==> config.mk <==
export PLATFORM = sky130hd
export DESIGN_NAME = text_term_writer
export DESIGN_NICKNAME = d
export VERILOG_FILES = /design/src/rtl/text_term_writer.sv
export SDC_FILE = /design/constraint.sdc
export NUM_CORES = 1
export LEC_CHECK = 0
export ABC_AREA = 1
export ABC_CLOCK_PERIOD_IN_PS = 10350
export BUFFER_PORTS_ARGS = -buffer_cell sky130_fd_sc_hd__buf_4
export CAP_MARGIN = 20
export CORE_ASPECT_RATIO = 1.1
export CORE_MARGIN = 8
export CORE_UTILIZATION = 55
export CTS_CLUSTER_DIAMETER = 120
export DETAILED_ROUTE_END_ITERATION = 10
export PLACE_DENSITY = 0.75
export SLEW_MARGIN = 10
export SYNTH_ARGS = -nofsm -noshare
export SYNTH_HDL_FRONTEND = slang
export SYNTH_SLANG_ARGS = --single-unit
==> constraint.sdc <==
create_clock -name CLOCK_50 -period 10.35 [get_ports CLOCK_50]
set_clock_uncertainty 0.2 [all_clocks]
set_input_delay 0.5175 -clock CLOCK_50 [delete_from_list [all_inputs] [get_ports CLOCK_50]]
set_output_delay 0.5175 -clock CLOCK_50 [all_outputs]
set_load 0.005 [all_outputs]
==> src/rtl/text_term_writer.sv <==
`default_nettype none
// ============================================================================
//  Module      : text_term_writer
//  Description : Character-terminal front end for a COLS x ROWS text display.
//                Consumes an ASCII byte stream, owns the cursor, and writes
//                characters into a 32-bit, 4-chars-per-word text buffer.
//                The buffer is addressed by byte = row*COLS+col: the word is
//                byte[11:2] and the lane is byte[1:0]. Control codes are
//                interpreted (LF, CR, BS, FF), and the buffer scrolls up by
//                one row when the cursor runs off the last row.
//  Options     : TERM_TAB_EN - when defined, 0x09 advances the cursor to the
//                next multiple of 8, wrapping like LF past the row end.
//  Ports       : CLOCK_50              system clock (rising edge)
//                clrn                  asynchronous active-low reset
//                char_valid/char_in    byte stream input
//                char_ready            byte accepted when valid && ready
//                busy                  clear or scroll in progress
//                mem_raddr/mem_rdata   synchronous read port (1-cycle latency)
//                mem_we/mem_waddr/mem_wdata/mem_be   byte-enabled write port
//                cur_row/cur_col       cursor position
//  Revision    : 1.0 - initial release
// ============================================================================
module text_term_writer #(
    parameter int          COLS  = 70,
    parameter int          ROWS  = 30,
    parameter logic [7:0]  BLANK = 8'h20
) (
    input  logic        CLOCK_50,
    input  logic        clrn,
    input  logic        char_valid,
    input  logic [7:0]  char_in,
    output logic        char_ready,
    output logic        busy,
    output logic [9:0]  mem_raddr,
    input  logic [31:0] mem_rdata,
    output logic        mem_we,
    output logic [9:0]  mem_waddr,
    output logic [31:0] mem_wdata,
    output logic [3:0]  mem_be,
    output logic [4:0]  cur_row,
    output logic [6:0]  cur_col
);

    localparam int c_CELLS     = COLS * ROWS;            // 2100 bytes on screen
    localparam int c_WORDS     = (c_CELLS + 3) / 4;      // 525 words to clear
    localparam int c_SCR_BYTES = COLS * (ROWS - 1);      // bytes moved by a scroll

    typedef enum logic [2:0] {
        S_INIT_CLR = 3'd0,
        S_IDLE     = 3'd1,
        S_PUT      = 3'd2,
        S_SCR_RD   = 3'd3,
        S_SCR_WR   = 3'd4,
        S_SCR_FILL = 3'd5,
        S_CLR      = 3'd6
    } state_t;

    state_t      state_q;
    logic [4:0]  row_q;
    logic [6:0]  col_q;
    logic [11:0] idx_q;       // clear word counter / scroll byte index
    logic        adv_q;       // PUT advances the cursor (printable) or not (BS)
    logic [1:0]  lane_q;      // source lane of the pending scroll read
    logic        ready_q;
    logic        busy_q;
    logic        we_q;
    logic [9:0]  waddr_q;
    logic [9:0]  raddr_q;
    logic [31:0] wdata_q;
    logic [3:0]  be_q;

    logic        accept_d;
    logic        printable_d;
    logic        col_last_d;
    logic        row_last_d;
    logic        bs_moves_d;
    logic [4:0]  tgt_row_d;
    logic [6:0]  tgt_col_d;
    logic [11:0] tgt_addr_d;
    logic [11:0] idx_d;
    logic [11:0] src_d;
    logic        nl_d;
    logic [7:0]  rd_byte_d;
`ifdef TERM_TAB_EN
    logic [7:0]  tab_col_d;
`endif

    function automatic logic [3:0] f_onehot(input logic [1:0] lane);
        return 4'b0001 << lane;
    endfunction

    always_comb begin
        accept_d    = char_valid && ready_q;
        printable_d = (char_in >= 8'h20) && (char_in <= 8'h7E);
        col_last_d  = (col_q == 7'(COLS - 1));
        row_last_d  = (row_q == 5'(ROWS - 1));

        // Write target: the cursor itself, or the backed-up cell for BS.
        tgt_row_d  = row_q;
        tgt_col_d  = col_q;
        bs_moves_d = 1'b0;
        if (char_in == 8'h08) begin
            if (col_q != 7'd0) begin
                tgt_col_d  = col_q - 7'd1;
                bs_moves_d = 1'b1;
            end else if (row_q != 5'd0) begin
                tgt_row_d  = row_q - 5'd1;
                tgt_col_d  = 7'(COLS - 1);
                bs_moves_d = 1'b1;
            end
        end
        tgt_addr_d = 12'(tgt_row_d) * 12'(COLS) + 12'(tgt_col_d);

        idx_d = idx_q + 12'd1;
        // Source byte for the *next* scroll index, one row below it.
        src_d = idx_q + 12'(COLS) + 12'd1;

`ifdef TERM_TAB_EN
        tab_col_d = {1'b0, col_q[6:3] + 4'd1, 3'b000};
`endif

        // A new line is needed: LF, a tab past the row end, or a printable
        // written into the last column.
        nl_d = 1'b0;
        if (state_q == S_IDLE && accept_d && char_in == 8'h0A)
            nl_d = 1'b1;
`ifdef TERM_TAB_EN
        if (state_q == S_IDLE && accept_d && char_in == 8'h09 && tab_col_d >= 8'(COLS))
            nl_d = 1'b1;
`endif
        if (state_q == S_PUT && adv_q && col_last_d)
            nl_d = 1'b1;

        rd_byte_d = mem_rdata[8*lane_q +: 8];
    end

    always_ff @(posedge CLOCK_50 or negedge clrn) begin
        if (!clrn) begin
            state_q <= S_INIT_CLR;
            row_q   <= 5'd0;
            col_q   <= 7'd0;
            idx_q   <= 12'd0;
            adv_q   <= 1'b0;
            lane_q  <= 2'd0;
            ready_q <= 1'b0;
            busy_q  <= 1'b1;
            we_q    <= 1'b0;
            waddr_q <= 10'd0;
            raddr_q <= 10'd0;
            wdata_q <= 32'd0;
            be_q    <= 4'd0;
        end else begin
            case (state_q)
                S_INIT_CLR, S_CLR: begin
                    // One blank word per cycle; the idx==c_WORDS cycle ends it.
                    if (idx_q == 12'(c_WORDS)) begin
                        state_q <= S_IDLE;
                        we_q    <= 1'b0;
                        be_q    <= 4'd0;
                        ready_q <= 1'b1;
                        busy_q  <= 1'b0;
                        row_q   <= 5'd0;
                        col_q   <= 7'd0;
                    end else begin
                        we_q    <= 1'b1;
                        waddr_q <= idx_q[9:0];
                        be_q    <= 4'hF;
                        wdata_q <= {4{BLANK}};
                        idx_q   <= idx_d;
                    end
                end

                S_IDLE: begin
                    if (accept_d) begin
                        if (printable_d) begin
                            state_q <= S_PUT;
                            ready_q <= 1'b0;
                            adv_q   <= 1'b1;
                            we_q    <= 1'b1;
                            waddr_q <= tgt_addr_d[11:2];
                            be_q    <= f_onehot(tgt_addr_d[1:0]);
                            wdata_q <= {4{char_in}};
                        end else begin
                            case (char_in)
                                8'h08: begin
                                    if (bs_moves_d) begin
                                        row_q   <= tgt_row_d;
                                        col_q   <= tgt_col_d;
                                        state_q <= S_PUT;
                                        ready_q <= 1'b0;
                                        adv_q   <= 1'b0;
                                        we_q    <= 1'b1;
                                        waddr_q <= tgt_addr_d[11:2];
                                        be_q    <= f_onehot(tgt_addr_d[1:0]);
                                        wdata_q <= {4{BLANK}};
                                    end
                                end
                                8'h0D: col_q <= 7'd0;
                                8'h0C: begin
                                    state_q <= S_CLR;
                                    ready_q <= 1'b0;
                                    busy_q  <= 1'b1;
                                    idx_q   <= 12'd0;
                                end
`ifdef TERM_TAB_EN
                                8'h09: begin
                                    if (tab_col_d < 8'(COLS))
                                        col_q <= tab_col_d[6:0];
                                end
`endif
                                default: ;
                            endcase
                        end
                    end
                end

                S_PUT: begin
                    we_q    <= 1'b0;
                    be_q    <= 4'd0;
                    state_q <= S_IDLE;
                    ready_q <= 1'b1;
                    if (adv_q && !col_last_d)
                        col_q <= col_q + 7'd1;
                end

                S_SCR_RD: begin
                    // Read was issued on entry; data arrives during SCR_WR.
                    state_q <= S_SCR_WR;
                    we_q    <= 1'b1;
                    waddr_q <= idx_q[11:2];
                    be_q    <= f_onehot(idx_q[1:0]);
                end

                S_SCR_WR: begin
                    if (idx_q == 12'(c_SCR_BYTES - 1)) begin
                        state_q <= S_SCR_FILL;
                        idx_q   <= idx_d;
                        we_q    <= 1'b1;
                        waddr_q <= idx_d[11:2];
                        be_q    <= f_onehot(idx_d[1:0]);
                        wdata_q <= {4{BLANK}};
                    end else begin
                        state_q <= S_SCR_RD;
                        idx_q   <= idx_d;
                        we_q    <= 1'b0;
                        be_q    <= 4'd0;
                        raddr_q <= src_d[11:2];
                        lane_q  <= src_d[1:0];
                    end
                end

                S_SCR_FILL: begin
                    if (idx_q == 12'(c_CELLS - 1)) begin
                        state_q <= S_IDLE;
                        we_q    <= 1'b0;
                        be_q    <= 4'd0;
                        ready_q <= 1'b1;
                        busy_q  <= 1'b0;
                    end else begin
                        idx_q   <= idx_d;
                        waddr_q <= idx_d[11:2];
                        be_q    <= f_onehot(idx_d[1:0]);
                    end
                end

                default: state_q <= S_INIT_CLR;
            endcase

            // New-line handling overrides the state return chosen above.
            if (nl_d) begin
                col_q <= 7'd0;
                if (row_last_d) begin
                    state_q <= S_SCR_RD;
                    ready_q <= 1'b0;
                    busy_q  <= 1'b1;
                    idx_q   <= 12'd0;
                    raddr_q <= 10'(COLS >> 2);
                    lane_q  <= 2'(COLS % 4);
                end else begin
                    row_q <= row_q + 5'd1;
                end
            end
        end
    end

    assign char_ready = ready_q;
    assign busy       = busy_q;
    assign mem_raddr  = raddr_q;
    assign mem_we     = we_q;
    assign mem_waddr  = waddr_q;
    assign mem_be     = be_q;
    // Scroll data comes straight from the RAM read port in the write cycle.
    assign mem_wdata  = (state_q == S_SCR_WR) ? {4{rd_byte_d}} : wdata_q;
    assign cur_row    = row_q;
    assign cur_col    = col_q;

endmodule
`default_nettype wire

==> results of run 1 <==
==> synthesized netlist by cell type, drive strengths merged <==
library cell  instances
nand2               179
fa                    2
o21bai                1
buf                  39
o22ai                 4
a31oi                 8
xor2                 21
a2111oi               1
o221ai                3
nand4                15
a22oi                 3
o31ai                 7
a22o                  1
ha                   35
o2111ai               3
a221oi                1
nor2                106
nor3b                 2
xnor2                 1
nand3b                1
a21oi                48
o21ai                92
nor4                  1
nor3                 19
dfrtp                64
dfstp                 1
nand3                63
a21o                  1
inv                 120
clkbuf               10
a311oi                2
a41oi                 2
o32ai                 8
or2                   2
o22a                  3
a211oi                4
o211ai                8
==> through the flow <==
stage,area [µm²],power (mW)
final,7110,0.644
after floorplan,6040,0.264
after detailed placement,6760,0.283
after CTS,7110,0.645
after global routing,7110,0.657
after global placement,6760,0.283
==> state kept, by name, indices dropped and copies added (netlist names), 2 cells and up <==
name       cells
mem_be         4
idx_q         12
lane_q         2
mem_raddr     10
cur_col        7
wdata_q        8
mem_waddr     10
cur_row        5
state_q        3
==> routing by layer <==
layer | global-route usage | part of all wire | vias up
met2 | 0.394 | 0.48 | 220
li1 | - | - | 3083
met5 | 0 | 0 | -
met1 | 0.312 | 0.44 | 2840
met4 | 0.0794 | 0.021 | 0
met3 | 0.0339 | 0.061 | 29
==> area by class of cell <==
| cell class | count | area share |
|---|---|---|
| clock buffer | 12 | 0.0361 |
| clock inverter | 4 | 0.0139 |
| inverter | 120 | 0.0637 |
| multi-input combinational | 647 | 0.511 |
| sequential | 65 | 0.229 |
| tap | 147 | 0.0259 |
| timing repair buffer | 114 | 0.120 |
==> path summary, 6_finish.rpt <==
check / from / to / slack (ps) / depth (start not counted)
worst min register to register: mem_waddr[7]$_DFFE_PN0P_ / mem_waddr[7]$_DFFE_PN0P_ / 280 / 2
max in group asynchronous: clrn / cur_row[2]$_DFF_PN0_ / 9280 / 1
worst min-delay path: clrn / cur_col[5]$_DFFE_PN0P_ / 70 / 1
min in group CLOCK_50: char_in[3] / wdata_q[27]$_DFFE_PN0P_ / 260 / 3
worst max register to register: cur_col[0]$_DFFE_PN0P_ / mem_waddr[7]$_DFFE_PN0P_ / 5590 / 24
worst max-delay path: cur_col[0]$_DFFE_PN0P_ / mem_waddr[7]$_DFFE_PN0P_ / 5590 / 24
==> power groups by stage <==
| stage | sequential [mW] | clock, mW | combinational (mW) |
|---|---|---|---|
| 5_1_grt | 0.254 | 0.376 | 0.0271 |
| 3_5_place_dp | 0.259 | 0 | 0.0244 |
| 3_3_place_gp | 0.259 | 0 | 0.0240 |
| 4_1_cts | 0.254 | 0.367 | 0.0245 |
| 6_report | 0.254 | 0.366 | 0.0242 |
| 2_1_floorplan | 0.259 | 0 | 0.00518 |
==> worst max-delay path, stage by stage, from the launching register on <==
cell and delay, ps:
dfrtp_1 440, inv_1 200, ha_1 180, nand2_1 80, nor2_4 190, nand2_1 90, xor2_1 160, o21ai_0 420
ha_1 340, ha_1 200, ha_1 330, nand3_1 90, nand2_1 90, xor2_1 140, inv_1 50, ha_1 320
nand2_1 80, o21ai_0 170, a21oi_1 80, nor2_1 130, nand3_1 120, o21ai_0 190, a21oi_1 80, o21ai_0 190
nand2_1 80
==> kinds of logic (layout without fill, tap and decap cells) <==
| group | count (synthesis) | count (layout) |
|---|---|---|
| buffers and inverters | 169 | 250 |
| XOR/XNOR | 22 | 22 |
| AO/OA/AOI/OAI | 200 | 200 |
| AND/OR/NAND/NOR | 388 | 388 |
| adder cells (fa/ha/maj) | 37 | 37 |
| flip-flops | 65 | 65 |
==> flow_summary.yaml, run 1 <==
run_status:
  status: "finished clean"
floorplan:
  dieArea_um2: 14600
  io_pins: 114
  die-width_um: 116
  initial_core_util: 0.559
  dieHeight_um: 126
  rows: 40
  coreArea_um2: 10800
power:
  clockPowerShare: 0.568
  leakage_nw: 3.43
  power.internal_mw: 0.515
  power_switching_mw: 0.129
  p_comb_frac: 0.037
  switching_share: 0.200
  p_seq_frac: 0.395
  powerDensity_nw_per_um2: 90.6
  vdd_drop_max_uv: 71.6
finish:
  fin_nets: 1037
  final_common_cell: "nand2_1"
  fillerInstances: 1018
  syn_to_final_growth_pct: 17.7
  drive_above_1_share: 0.194
  seqCellArea_um2: 1630
  utilization: 0.658
  multiInputGateArea_um2: 3640
  n_antenna_cell: 0
  final_cells: 1109
  layout_common_cells: "169 x nand2_1, 114 x buf_4, 103 x inv_1"
timing:
  finalCriticalPeriod_ps: 4760
  whs_ps: 66.6
  slew_headroom: 0.339
  drv_slew: 0
  setup_slack_ps: 5590
  hold_viol_final: 0
  setup_violations: 0
  tightest_slew_ps: 991
  setup_tns_ps: 0
  rsz0062_at_grt: "false"
  min_period_over_period: 0.460
  fmax_mhz: 210
placement:
  gp_congestion: 0.959
  port_buffers: 113
  dp_cells: 1093
  dp_hpwl_mm: 13.4
  post-place-ws_ps: 5620
worst_setup_path:
  path_max_fanout: 7
  cp.required_ps: 10370
  end_kind: "flop"
  cp-start-kind: "flop"
  critPathKind: "reg -> reg"
  critPathArrivalTime_ps: 4780
synth:
  synthMuxAreaShare: 0
  synth_area_um2: 6040
  ys_seq_area_frac: 0.269
  synthTopCellsByArea: "dfrtp_1 27%, nand2_1 10%, ha_1 7.2%"
  yosys_warnings: 0
  synth_xor_area_frac: 0.0319
  yosys.area.top_type: "dfrtp_1"
  synth_top_family_by_area: "simple AND/OR/NAND/NOR gates"
  synth-seq-cells: 65
  synth_top_area_frac: 0.265
  synth_fa_ha_area_frac: 0.0791
  netlist_instances: 881
  synth_compound_gate_area_share: 0.199
  post_synth_num_cell_types: 55
  synth_nets: 961
  avgSynthCellArea_um2: 6.86
  synthSimpleGateAreaFrac: 0.292
route:
  initialDrtViolationCount: 510
  post_drt_wl_per_cell_um: 15.9
  ant_nets: 0
  first_pass_iters: 5
  viasPerCell: 5.57
  wl_mm: 17.7
  drc: 0
  dr_total_vias: 6172
global_routing:
  antenna_found_initial: 0
  grt_max_degree: 66
  overflow: 0
  grt_pass1_vias: 5665
  grt_first_pass_wirelength_mm: 28.4
  grt_usage: 0.240
clocking:
  hold_buffers: 0
  clockBufferDepth: 2
  h-tree-depth: 3
  clk_latency_ps: 340
  cts_resized: 0
  clock_sinks: 65
  root_buffer: "clkbuf_16"
  clk_pin_slew_worst_paths_ps: 60
  numCtsBuffers: 9
  cts_tree: "done"
  cts_setup_buffers: 0
worst_hold_path:
  hp-class: "in -> async"
flow_run:
  maxCapViolCount: 0
(Power assumes the default switching activity.)
==> run 2, diff against run 1 <==
- ABC_AREA: 1 -> 0
- ABC_CLOCK_PERIOD_IN_PS: 10350 -> 4600
- clock period: 10.35 -> 4.6 ns (I/O delays scaled with it)
==> run 2 against run 1 <==
  * Worst hold slack got worse by 56 ps
  * Utilization rose by 2.5 points
  * Register-to-register slack worse by 5300 ps
  * Setup slack worse by 5400 ps
  * Global-route usage grew 1.5 points
  * Largest cell class unchanged
  * Largest power group unchanged
==> flow_summary.yaml, run 2 <==
worst_setup_path:
  rr_endpoint: "mem_waddr[7]$_DFFE_PN0P_"
  cp.required_ps: 4620
  critPathKind: "in -> reg"
  r2r-start: "cur_col[0]$_DFFE_PN0P_"
  cp-start-kind: "input pin"
  critPathArrivalTime_ps: 4450
  path_max_fanout: 8
  worstSetupStartpoint: "char_in[4]"
  path_cells: "dlygate4sd3_1, buf_4, nor4_4, nand2_4, nor2_2, nand2_1, mux2_2, ha_1, ha_1, ha_1, ha_1, o21ai_0, o21bai_1, a21oi_2, nor3_2, xor2_1, xnor2_1, a221o_1"
  max_stage_delay_ps: 560
  slowest_stage: "dlygate4sd3_1"
  reg2regPathDepth: 17
  critPathCapture: "mem_waddr[7]$_DFFE_PN0P_"
  rrSetupSlack_ps: 300
  end_kind: "flop"
  crit_top_cell: "ha_1"
clocking:
  clk_latency_ps: 340
  clock_sinks: 65
  clockBufferDepth: 2
  h-tree-depth: 3
  clk_pin_slew_worst_paths_ps: 60
  cts_tree: "done"
  numCtsBuffers: 9
  root_buffer: "clkbuf_16"
power:
  power_mw: 1.44
  vdd_drop_max_uv: 130
  powerDensity_nw_per_um2: 197
  leakage_nw: 3.35
finish:
  seqCellArea_um2: 1630
  n_antenna_cell: 0
  drive_above_1_share: 0.249
  final_common_cell: "buf_4"
  layout_common_cells: "149 x buf_4, 91 x nand2_1, 79 x nor2_1"
  largest_reg_flops: 12
  final_cells: 989
  syn_to_final_growth_pct: 22.8
  fillerInstances: 927
  fin_nets: 917
  fin_area_um2: 7350
  top_register: "idx_q"
  utilization: 0.683
  multiInputGateArea_um2: 3970
synth:
  ys_seq_area_frac: 0.272
  synthMostInstantiatedCell: "nand2_1"
  avgSynthCellArea_um2: 8.06
  synthTopCellsByArea: "dfrtp_1 27%, ha_1 7.3%, nand2_1 5.8%"
  post_synth_num_cell_types: 80
  yosys.area.top_type: "dfrtp_1"
  synth_top_area_frac: 0.268
  synth-seq-cells: 65
  synth_area_um2: 5980
  netlist_top_cells_count: "92 x nand2_1, 80 x nor2_1, 64 x dfrtp_1"
  yosys_warnings: 0
  synth_flop_cell: "dfrtp_1"
  synth_nets: 822
  synth-edff-count: 0
  async_flop_share: 1.00
  netlist_instances: 742
route:
  viasPerCell: 6.09
  initialDrtViolationCount: 439
  drc: 0
  post_drt_wl_per_cell_um: 18.8
  wl_mm: 18.5
  first_pass_iters: 5
  ant_nets: 0
  dr_total_vias: 6027
global_routing:
  grt_pass1_vias: 5747
  overflow: 0
  grt_first_pass_wirelength_mm: 29.7
  grt_usage: 0.254
  grt_max_degree: 66
  antenna_found_initial: 0
floorplan:
  die-width_um: 115
  dieArea_um2: 14500
  initial_core_util: 0.556
  io_pins: 114
  coreArea_um2: 10800
  dieHeight_um: 125
  rows: 40
placement:
  placed_area_um2: 6890
  dp_cells: 967
  port_buffers: 113
  dp_hpwl_mm: 14.2
  gp_congestion: 0.933
  post-place-ws_ps: 134
worst_hold_path:
  hp-class: "in -> reg"
timing:
  drv_slew: 0
  fmax_mhz: 226
  finalCriticalPeriod_ps: 4430
  tightest_slew_ps: 840
  setup_slack_ps: 170
  whs_ps: 10.5
  setup_tns_ps: 0
  setup_violations: 0
  min_period_over_period: 0.963
  hold_viol_final: 0
  slew_headroom: 0.440
run_status:
  status: "finished clean"
flow_run:
  maxCapViolCount: 0
-- run 2: timing repair --
action	in CTS	in global routing
hold buffers	3	0
resized for setup	0	10
buffers inserted	0	3
endpoints found under the setup margin	0	5
endpoints found under the hold margin	66	0
-- run 2: cell families (layout without fill, tap and decap cells) --
group / Yosys count / in the layout / share of synthesized area
AOI/OAI and AO/OA: 191 / 191 / 0.211
muxes: 20 / 20 / 0.0510
adders and majority gates: 37 / 37 / 0.0799
xor gates and xnor gates: 30 / 30 / 0.0439
and+or+nand+nor: 313 / 313 / 0.268
buffers and inverters: 86 / 186 / 0.0742
DFF: 65 / 65 / 0.272
-- run 2: critical path: cells and delay by family --
kind / cells / cell delay [ps]
adders and majority gates: 4 / 1270
AOI/OAI and AO/OA: 4 / 860
and+or+nand+nor: 5 / 740
buffers and inverters: 2 / 730
xor gates and xnor gates: 2 / 300
muxes: 1 / 300
-- run 2: final cells by class --
class                   count  area share
well taps                 147      0.0250
inverters                  18     0.00919
clock inverters             7      0.0170
clock buffers               9      0.0306
repair buffers            152       0.156
flip-flops and latches     65       0.222
multi-input cells         591       0.540
-- run 2: power breakdown --
group	internal (mW)	total [mW]	switching, mW	leakage [nW]
Sequential	0.572	0.572	0	0.825
Combinational	0.0325	0.0605	0.0280	2.35
Clock	0.536	0.812	0.276	0.171
Total	1.14	1.44	0.305	3.35
-- run 2: how the worst min path moves through the flow --
stage	start	to	slack (ps)	cells after the start
after detailed placement	clrn	mem_be[1]$_DFFE_PN0P_	190	1
after global routing	char_in[3]	wdata_q[27]$_DFFE_PN0P_	30	3
after global placement	clrn	mem_be[1]$_DFFE_PN0P_	190	1
after CTS	char_in[3]	wdata_q[27]$_DFFE_PN0P_	8	3
final	char_in[3]	wdata_q[27]$_DFFE_PN0P_	10	3
after floorplan	clrn	adv_q$_DFFE_PN0P_	-270	0
-- run 2: layer usage --
| layer | vias up | part of all wire | GRT usage |
|---|---|---|---|
| li1 | 2874 | - | - |
| met1 | 2844 | 0.40 | 0.310 |
| met2 | 267 | 0.50 | 0.426 |
| met3 | 42 | 0.070 | 0.0457 |
| met4 | 0 | 0.030 | 0.105 |
| met5 | - | 0 | 0 |
